==> src/rtl/pipe_ctrl_pkg.sv <==
// Shared types for the pipeline stall/flush sequencer: sequencer states and
// the bundle of per-stage control strobes with its canned patterns.
package pipe_ctrl_pkg;

  typedef enum logic [1:0] {
    PC_RUN     = 2'd0,
    PC_MEMWAIT = 2'd1,
    PC_REDIR   = 2'd2
  } pc_state_e;

  // Bit order matters: the canned patterns below are written against it.
  typedef struct packed {
    logic pc_hold;
    logic if_id_hold;
    logic if_id_flush;
    logic id_ex_hold;
    logic id_ex_flush;
    logic ex_mem_hold;
    logic redirect_vld;
  } ctrl_t;

  // Nothing moves specially; the pipe advances normally.
  localparam ctrl_t CTRL_NONE     = 7'b000_0000;
  // Data memory stall: every register up to ex_mem keeps its contents.
  localparam ctrl_t CTRL_FREEZE   = 7'b110_1010;
  // Taken jump: squash the two younger instructions and steer the PC.
  localparam ctrl_t CTRL_REDIRECT = 7'b001_0101;
  // Load-use: hold fetch/decode and drop a bubble into EX.
  localparam ctrl_t CTRL_BUBBLE   = 7'b110_0100;

endpackage

==> src/rtl/pipe_ctrl_hazard_detect.sv <==
// Load-use hazard compare: the instruction in ID reads the register a load in
// EX is about to write. x0 never creates a dependency.
module hazard_detect
  import pipe_ctrl_pkg::*;
(
  input  logic [4:0] rs1,
  input  logic [4:0] rs2,
  input  logic       rs1_used,
  input  logic       rs2_used,
  input  logic [4:0] ex_rd,
  input  logic       ex_load,
  output logic       luh
);

  assign luh = ex_load & (ex_rd != 5'd0) &
               ((rs1_used & (rs1 == ex_rd)) | (rs2_used & (rs2 == ex_rd)));

endmodule

==> src/rtl/pipe_ctrl.sv <==
// Central stall/flush sequencer for the 5-stage RV32I pipeline. Controls are
// Mealy outputs so a hazard is acted on in the cycle it is seen; state,
// the pending redirect target, performance counters and the memory-timeout
// flag are registered.
module pipe_ctrl
  import pipe_ctrl_pkg::*;
#(
  parameter int CNT_W   = 32,
  parameter int TIMEOUT = 255
) (
  input  logic             clk,
  input  logic             rst,
  input  logic [4:0]       id_rs1_i,
  input  logic [4:0]       id_rs2_i,
  input  logic             id_rs1_used_i,
  input  logic             id_rs2_used_i,
  input  logic [4:0]       ex_rd_i,
  input  logic             ex_mem_rd_i,
  input  logic             ex_jump_i,
  input  logic [31:0]      ex_jump_addr_i,
  input  logic             pc_ready_i,
  input  logic             mem_busy_i,
  output logic             pc_hold_o,
  output logic             if_id_hold_o,
  output logic             if_id_flush_o,
  output logic             id_ex_hold_o,
  output logic             id_ex_flush_o,
  output logic             ex_mem_hold_o,
  output logic             redirect_vld_o,
  output logic [31:0]      redirect_addr_o,
  output logic [CNT_W-1:0] stall_cnt_o,
  output logic [CNT_W-1:0] flush_cnt_o,
  output logic             err_timeout_o
);

  localparam int WAIT_W = $clog2(TIMEOUT + 1);
  localparam logic [WAIT_W-1:0] TMO = WAIT_W'(TIMEOUT);

  pc_state_e         state;
  pc_state_e         next_state;
  ctrl_t             ctrl;
  logic [31:0]       addr;
  logic              latch_addr;
  logic [31:0]       redir_addr;
  logic [WAIT_W-1:0] wait_cnt;
  logic [WAIT_W-1:0] wait_inc;
  logic [CNT_W-1:0]  stall_cnt;
  logic [CNT_W-1:0]  flush_cnt;
  logic              err;
  logic              luh;

  // Counters stick at all-ones instead of wrapping.
  function automatic logic [CNT_W-1:0] sat_inc(input logic [CNT_W-1:0] v);
    return (v == {CNT_W{1'b1}}) ? v : v + CNT_W'(1);
  endfunction

  hazard_detect u_hazard (
    .rs1      (id_rs1_i),
    .rs2      (id_rs2_i),
    .rs1_used (id_rs1_used_i),
    .rs2_used (id_rs2_used_i),
    .ex_rd    (ex_rd_i),
    .ex_load  (ex_mem_rd_i),
    .luh      (luh)
  );

  // Consecutive-busy run length, clamped at the timeout threshold.
  always_comb begin
    if (wait_cnt == TMO) begin
      wait_inc = wait_cnt;
    end else begin
      wait_inc = wait_cnt + WAIT_W'(1);
    end
  end

  // Per-cycle control decode and next state; all controls forced low in reset.
  always_comb begin
    ctrl       = CTRL_NONE;
    addr       = 32'h0000_0000;
    latch_addr = 1'b0;
    next_state = state;
    if (!rst) begin
      next_state = PC_RUN;
    end else begin
      case (state)
        PC_REDIR: begin
          if (mem_busy_i) begin
            // EX is frozen, so the redirect simply waits; no new jump can arrive.
            ctrl       = CTRL_FREEZE;
            next_state = PC_REDIR;
          end else begin
            ctrl       = CTRL_REDIRECT;
            addr       = redir_addr;
            next_state = pc_ready_i ? PC_RUN : PC_REDIR;
          end
        end
        PC_RUN, PC_MEMWAIT: begin
          // Leaving a memory wait behaves exactly like a normal run cycle.
          if (mem_busy_i) begin
            ctrl       = CTRL_FREEZE;
            next_state = PC_MEMWAIT;
          end else if (ex_jump_i) begin
            // The jump flushes ID, so a load-use bubble for it is moot.
            ctrl       = CTRL_REDIRECT;
            addr       = ex_jump_addr_i;
            latch_addr = ~pc_ready_i;
            next_state = pc_ready_i ? PC_RUN : PC_REDIR;
          end else if (luh) begin
            ctrl       = CTRL_BUBBLE;
            next_state = PC_RUN;
          end else begin
            next_state = PC_RUN;
          end
        end
        default: begin
          next_state = PC_RUN;
        end
      endcase
    end
  end

  // State, redirect latch, busy run length, counters and sticky error.
  always_ff @(posedge clk or negedge rst) begin
    if (!rst) begin
      state      <= PC_RUN;
      redir_addr <= 32'h0000_0000;
      wait_cnt   <= {WAIT_W{1'b0}};
      stall_cnt  <= {CNT_W{1'b0}};
      flush_cnt  <= {CNT_W{1'b0}};
      err        <= 1'b0;
    end else begin
      state <= next_state;
      if (latch_addr) begin
        redir_addr <= ex_jump_addr_i;
      end
      wait_cnt <= mem_busy_i ? wait_inc : {WAIT_W{1'b0}};
      if (mem_busy_i && (wait_inc == TMO)) begin
        err <= 1'b1;
      end
      if (ctrl.pc_hold) begin
        stall_cnt <= sat_inc(stall_cnt);
      end
      if (ctrl.if_id_flush) begin
        flush_cnt <= sat_inc(flush_cnt);
      end
    end
  end

  assign pc_hold_o       = ctrl.pc_hold;
  assign if_id_hold_o    = ctrl.if_id_hold;
  assign if_id_flush_o   = ctrl.if_id_flush;
  assign id_ex_hold_o    = ctrl.id_ex_hold;
  assign id_ex_flush_o   = ctrl.id_ex_flush;
  assign ex_mem_hold_o   = ctrl.ex_mem_hold;
  assign redirect_vld_o  = ctrl.redirect_vld;
  assign redirect_addr_o = addr;
  assign stall_cnt_o     = stall_cnt;
  assign flush_cnt_o     = flush_cnt;
  assign err_timeout_o   = err;

endmodule

==> config.mk <==
export PLATFORM = sky130hd
export DESIGN_NAME = pipe_ctrl
export DESIGN_NICKNAME = d
export VERILOG_FILES = /design/src/rtl/pipe_ctrl_pkg.sv /design/src/rtl/pipe_ctrl_hazard_detect.sv /design/src/rtl/pipe_ctrl.sv
export SDC_FILE = /design/constraint.sdc
export NUM_CORES = 1
export LEC_CHECK = 0
export BUFFER_PORTS_ARGS = -buffer_cell sky130_fd_sc_hd__buf_2
export CAP_MARGIN = 20
export CORE_ASPECT_RATIO = 1.5
export CORE_MARGIN = 4
export CORE_UTILIZATION = 39
export DETAILED_ROUTE_END_ITERATION = 16
export PLACE_DENSITY = 0.71
export SYNTH_ARGS = -nofsm -noshare
export SYNTH_HDL_FRONTEND = slang
export SYNTH_SLANG_ARGS = --single-unit
==> constraint.sdc <==
create_clock -name clk -period 1.9 [get_ports clk]
set_input_delay 0.095 -clock clk [delete_from_list [all_inputs] [get_ports clk]]
set_output_delay 0.095 -clock clk [all_outputs]
set_load 0.01 [all_outputs]
==> out/qor.txt <==
Number of flops mapped to enable cells by yosys - 0
DR vias/cell - 5.33
CTS tree - built
Setup TNS - -949 ps
CP Data Required Time - 2130 ps
TritonRoute pass-1 iters - 5
DIE HEIGHT - 153 µm
Status - finished, violations left
Max H-tree Level - 3
Reg2reg end - stall_cnt_o[28]$_DFFE_PN0P_
Tightest Pin Transition - 671 ps
Share of Yosys cell area claimed by the top area cell type - 0.491
Clock root cell - clkbuf_16
Final Critical Period - 1970 ps
Die area - 16000 µm²
Pin count of the biggest net entering global routing - 56
Pwr/cell area - 723 nW/µm²
Sequential share of the synthesized area - 0.491
Max Cap Viol - 0
Cts bufs inserted - 9
Tcrit/Tclk final - 1.03
WHS - 16.2 ps
WHS Path Cells - 2
Die W - 105 µm
Area grow syn2layout - 52.9%
GPL Wtd Cong - 0.844
Data arrival time of the critical path - 2190 ps
Post-DP HPWL - 10700 µm
Max transition margin - 0.553
Fin cells - 954
Static leakage - 4.11 nW
Synth warn - 0
Number of global-route vias before repair - 5159
Core box area - 13600 µm²
Clock Skews - 11.2 ps
Layout cells sized above 1 - 0.505
Syn Std Cell Area - 5460 µm²
RSZ-0062 raised after global routing - true
Worst flop-to-flop path startpoint - stall_cnt_o[1]$_DFFE_PN0P_
Largest cells by area after synthesis - dfrtp_1, xnor2_1, mux2_2
Worst setup EP type - register
Area leader, netlist - dfrtp_1
Port Buf Inserts - 158
Post-synth ARST share - 1.00
Fin worst setup slack - -65.5 ps
Antenna Cells - 0
Initial antenna violation count - 1
Skew-Pair Late Insertion Delay - 350 ps
Worst-path clk slew - 70 ps
Boundary pin count - 159
Grt ovf - 0
WL per Instance - 17.3 µm
Critical Path Fanout Max - 3
Total power - 6.04 mW
Syn_nets - 572
Hold path start - ex_jump_addr_i[19]
Yosys reg bits - 107
Clk buf depth - 2
CP Class - reg2reg
Fin util - 0.614
Setup WS pre-CTS - -39.9 ps
Peak Freq - 0.509 GHz
FP Rows - 52
Fin area - 8350 µm²
Peak VDD IR - 0.000464 V
Failing checks - negative setup slack
Placed cell count - 880
Syn Area/Cell - 10.6 µm²
Setup-failing EPs final - 36
Via count - 5083
Total track usage - 0.191
Mapped Cells - 514
R2r setup slk - -70 ps
Min-Delay Path Class - in2reg
First-pass GRT wire length - 25200 µm
Nets - 845
Starting Density - 0.401
Clk sinks - 107
Final hold vios - 0
Yosys cell types - 54
Worst r2r path cells - 9
Post-Route WL - 16500 µm
Iter 0 DRT Violations - 202
DRT antenna net count - 0
CP Launch Type - register
Residual DRC count - 0
Cell Area, Placed - 6930 µm²
Slew Limit Fails - 0
Main flop type after synthesis - dfrtp_1
Hold endpoint - redir_addr[19]$_DFFE_PN0P_
## what timing repair did
item / 4_1_cts / 5_1_grt
setup endpoints to repair: 41 / 127
buffers inserted: 7 / 19
endpoints found under the hold margin: 77 / 0
pin swaps: 5 / 56
cloned: 3 / 5
hold buffers: 26 / 0
gates resized for setup: 17 / 84
## metal layers
layer | track usage | wire length [µm]
met1 | 0.228 | 6480
met2 | 0.344 | 8710
met5 | 0 | 13
met3 | 0.0274 | 735
met4 | 0.0763 | 577
## registers in the layout, indices dropped and copies added, names as in the netlist
register / flops
wait_cnt: 8
redir_addr: 32
stall_cnt_o: 32
flush_cnt_o: 32
state: 2
err_timeout_o: 1
## worst max path at each step
stage | start | end | slack (ps) | depth (start not counted)
floorplan | stall_cnt_o[1]$_DFFE_PN0P_ | stall_cnt_o[1]$_DFFE_PN0P_ | -70 | 7
global route | stall_cnt_o[3]$_DFFE_PN0P_ | stall_cnt_o[9]$_DFFE_PN0P_ | -190 | 9
global placement | stall_cnt_o[1]$_DFFE_PN0P_ | stall_cnt_o[1]$_DFFE_PN0P_ | 3 | 7
finish | stall_cnt_o[1]$_DFFE_PN0P_ | stall_cnt_o[28]$_DFFE_PN0P_ | -70 | 9
detailed placement | state[1]$_DFF_PN0_ | flush_cnt_o[29]$_DFFE_PN0P_ | -40 | 6
CTS | state[0]$_DFF_PN0_ | redirect_addr_o[22] | -4 | 7
## layout make-up
class,count,area [µm²]
clock buffers,11,243
clock inverters,5,85.1
fillers,1054,5250
inverters,8,30.0
multi-input cells,377,3050
flip-flops and latches,107,2690
well taps,162,203
repair buffers,284,2040
## synth_stat cells (all sizes together) (3+ instances only)
master and number:
nor2 61, nand2 38, ha 3, nor3 18
a21oi 4, mux2 34, or4 3, and2 3
a22oi 32, nand3 24, and4 13, xnor2 43
xor2 32, dfrtp 107, inv 8, o21ai 3
clkbuf 12, buf 10, nor4 5, nand4 23
nand2b 3, and3 11
## cell usage in the layout, fill, tap and decap left out, types with 10 or more instances in the layout
| cell | netlist | routed |
|---|---|---|
| a22oi_2 | 0 | 32 |
| and3_1 | 11 | 10 |
| buf_2 | 4 | 157 |
| buf_4 | 6 | 77 |
| clkbuf_16 | 0 | 13 |
| dfrtp_1 | 107 | 99 |
| dlygate4sd3_1 | 0 | 26 |
| mux2_2 | 33 | 31 |
| nand2_1 | 37 | 37 |
| nand3_1 | 23 | 22 |
| nand4_1 | 20 | 20 |
| nor2_1 | 58 | 52 |
| xnor2_1 | 43 | 42 |
| xor2_1 | 32 | 32 |
## power by group
group / switching (mW) / internal, mW / leakage [nW]
registers: 0.192 / 2.54 / 1.39
logic: 0.598 / 0.652 / 2.57
clock network: 0.851 / 1.20 / 0.157
total: 1.64 / 4.40 / 4.11
## critical path, stage by stage, from the launching register on
cell and delay [ps]:
dfrtp_1 360, ha_2 180, nand4_1 160, buf_4 200, buf_6 110, nor3_4 200
nand4_1 170, nor2_2 200, nand4_1 120, xnor2_1 150
## cells by family (layout without fill, tap and decap cells)
group,after synthesis,count (layout),synth area share
mux,35,35,0.0720
simple gates,212,212,0.215
buf+inv,30,308,0.0257
fa+ha+maj,3,3,0.00688
xor+xnor,75,75,0.120
flops,107,107,0.491
compound gates,52,52,0.0697
Power figures use the tool's default switching activity.
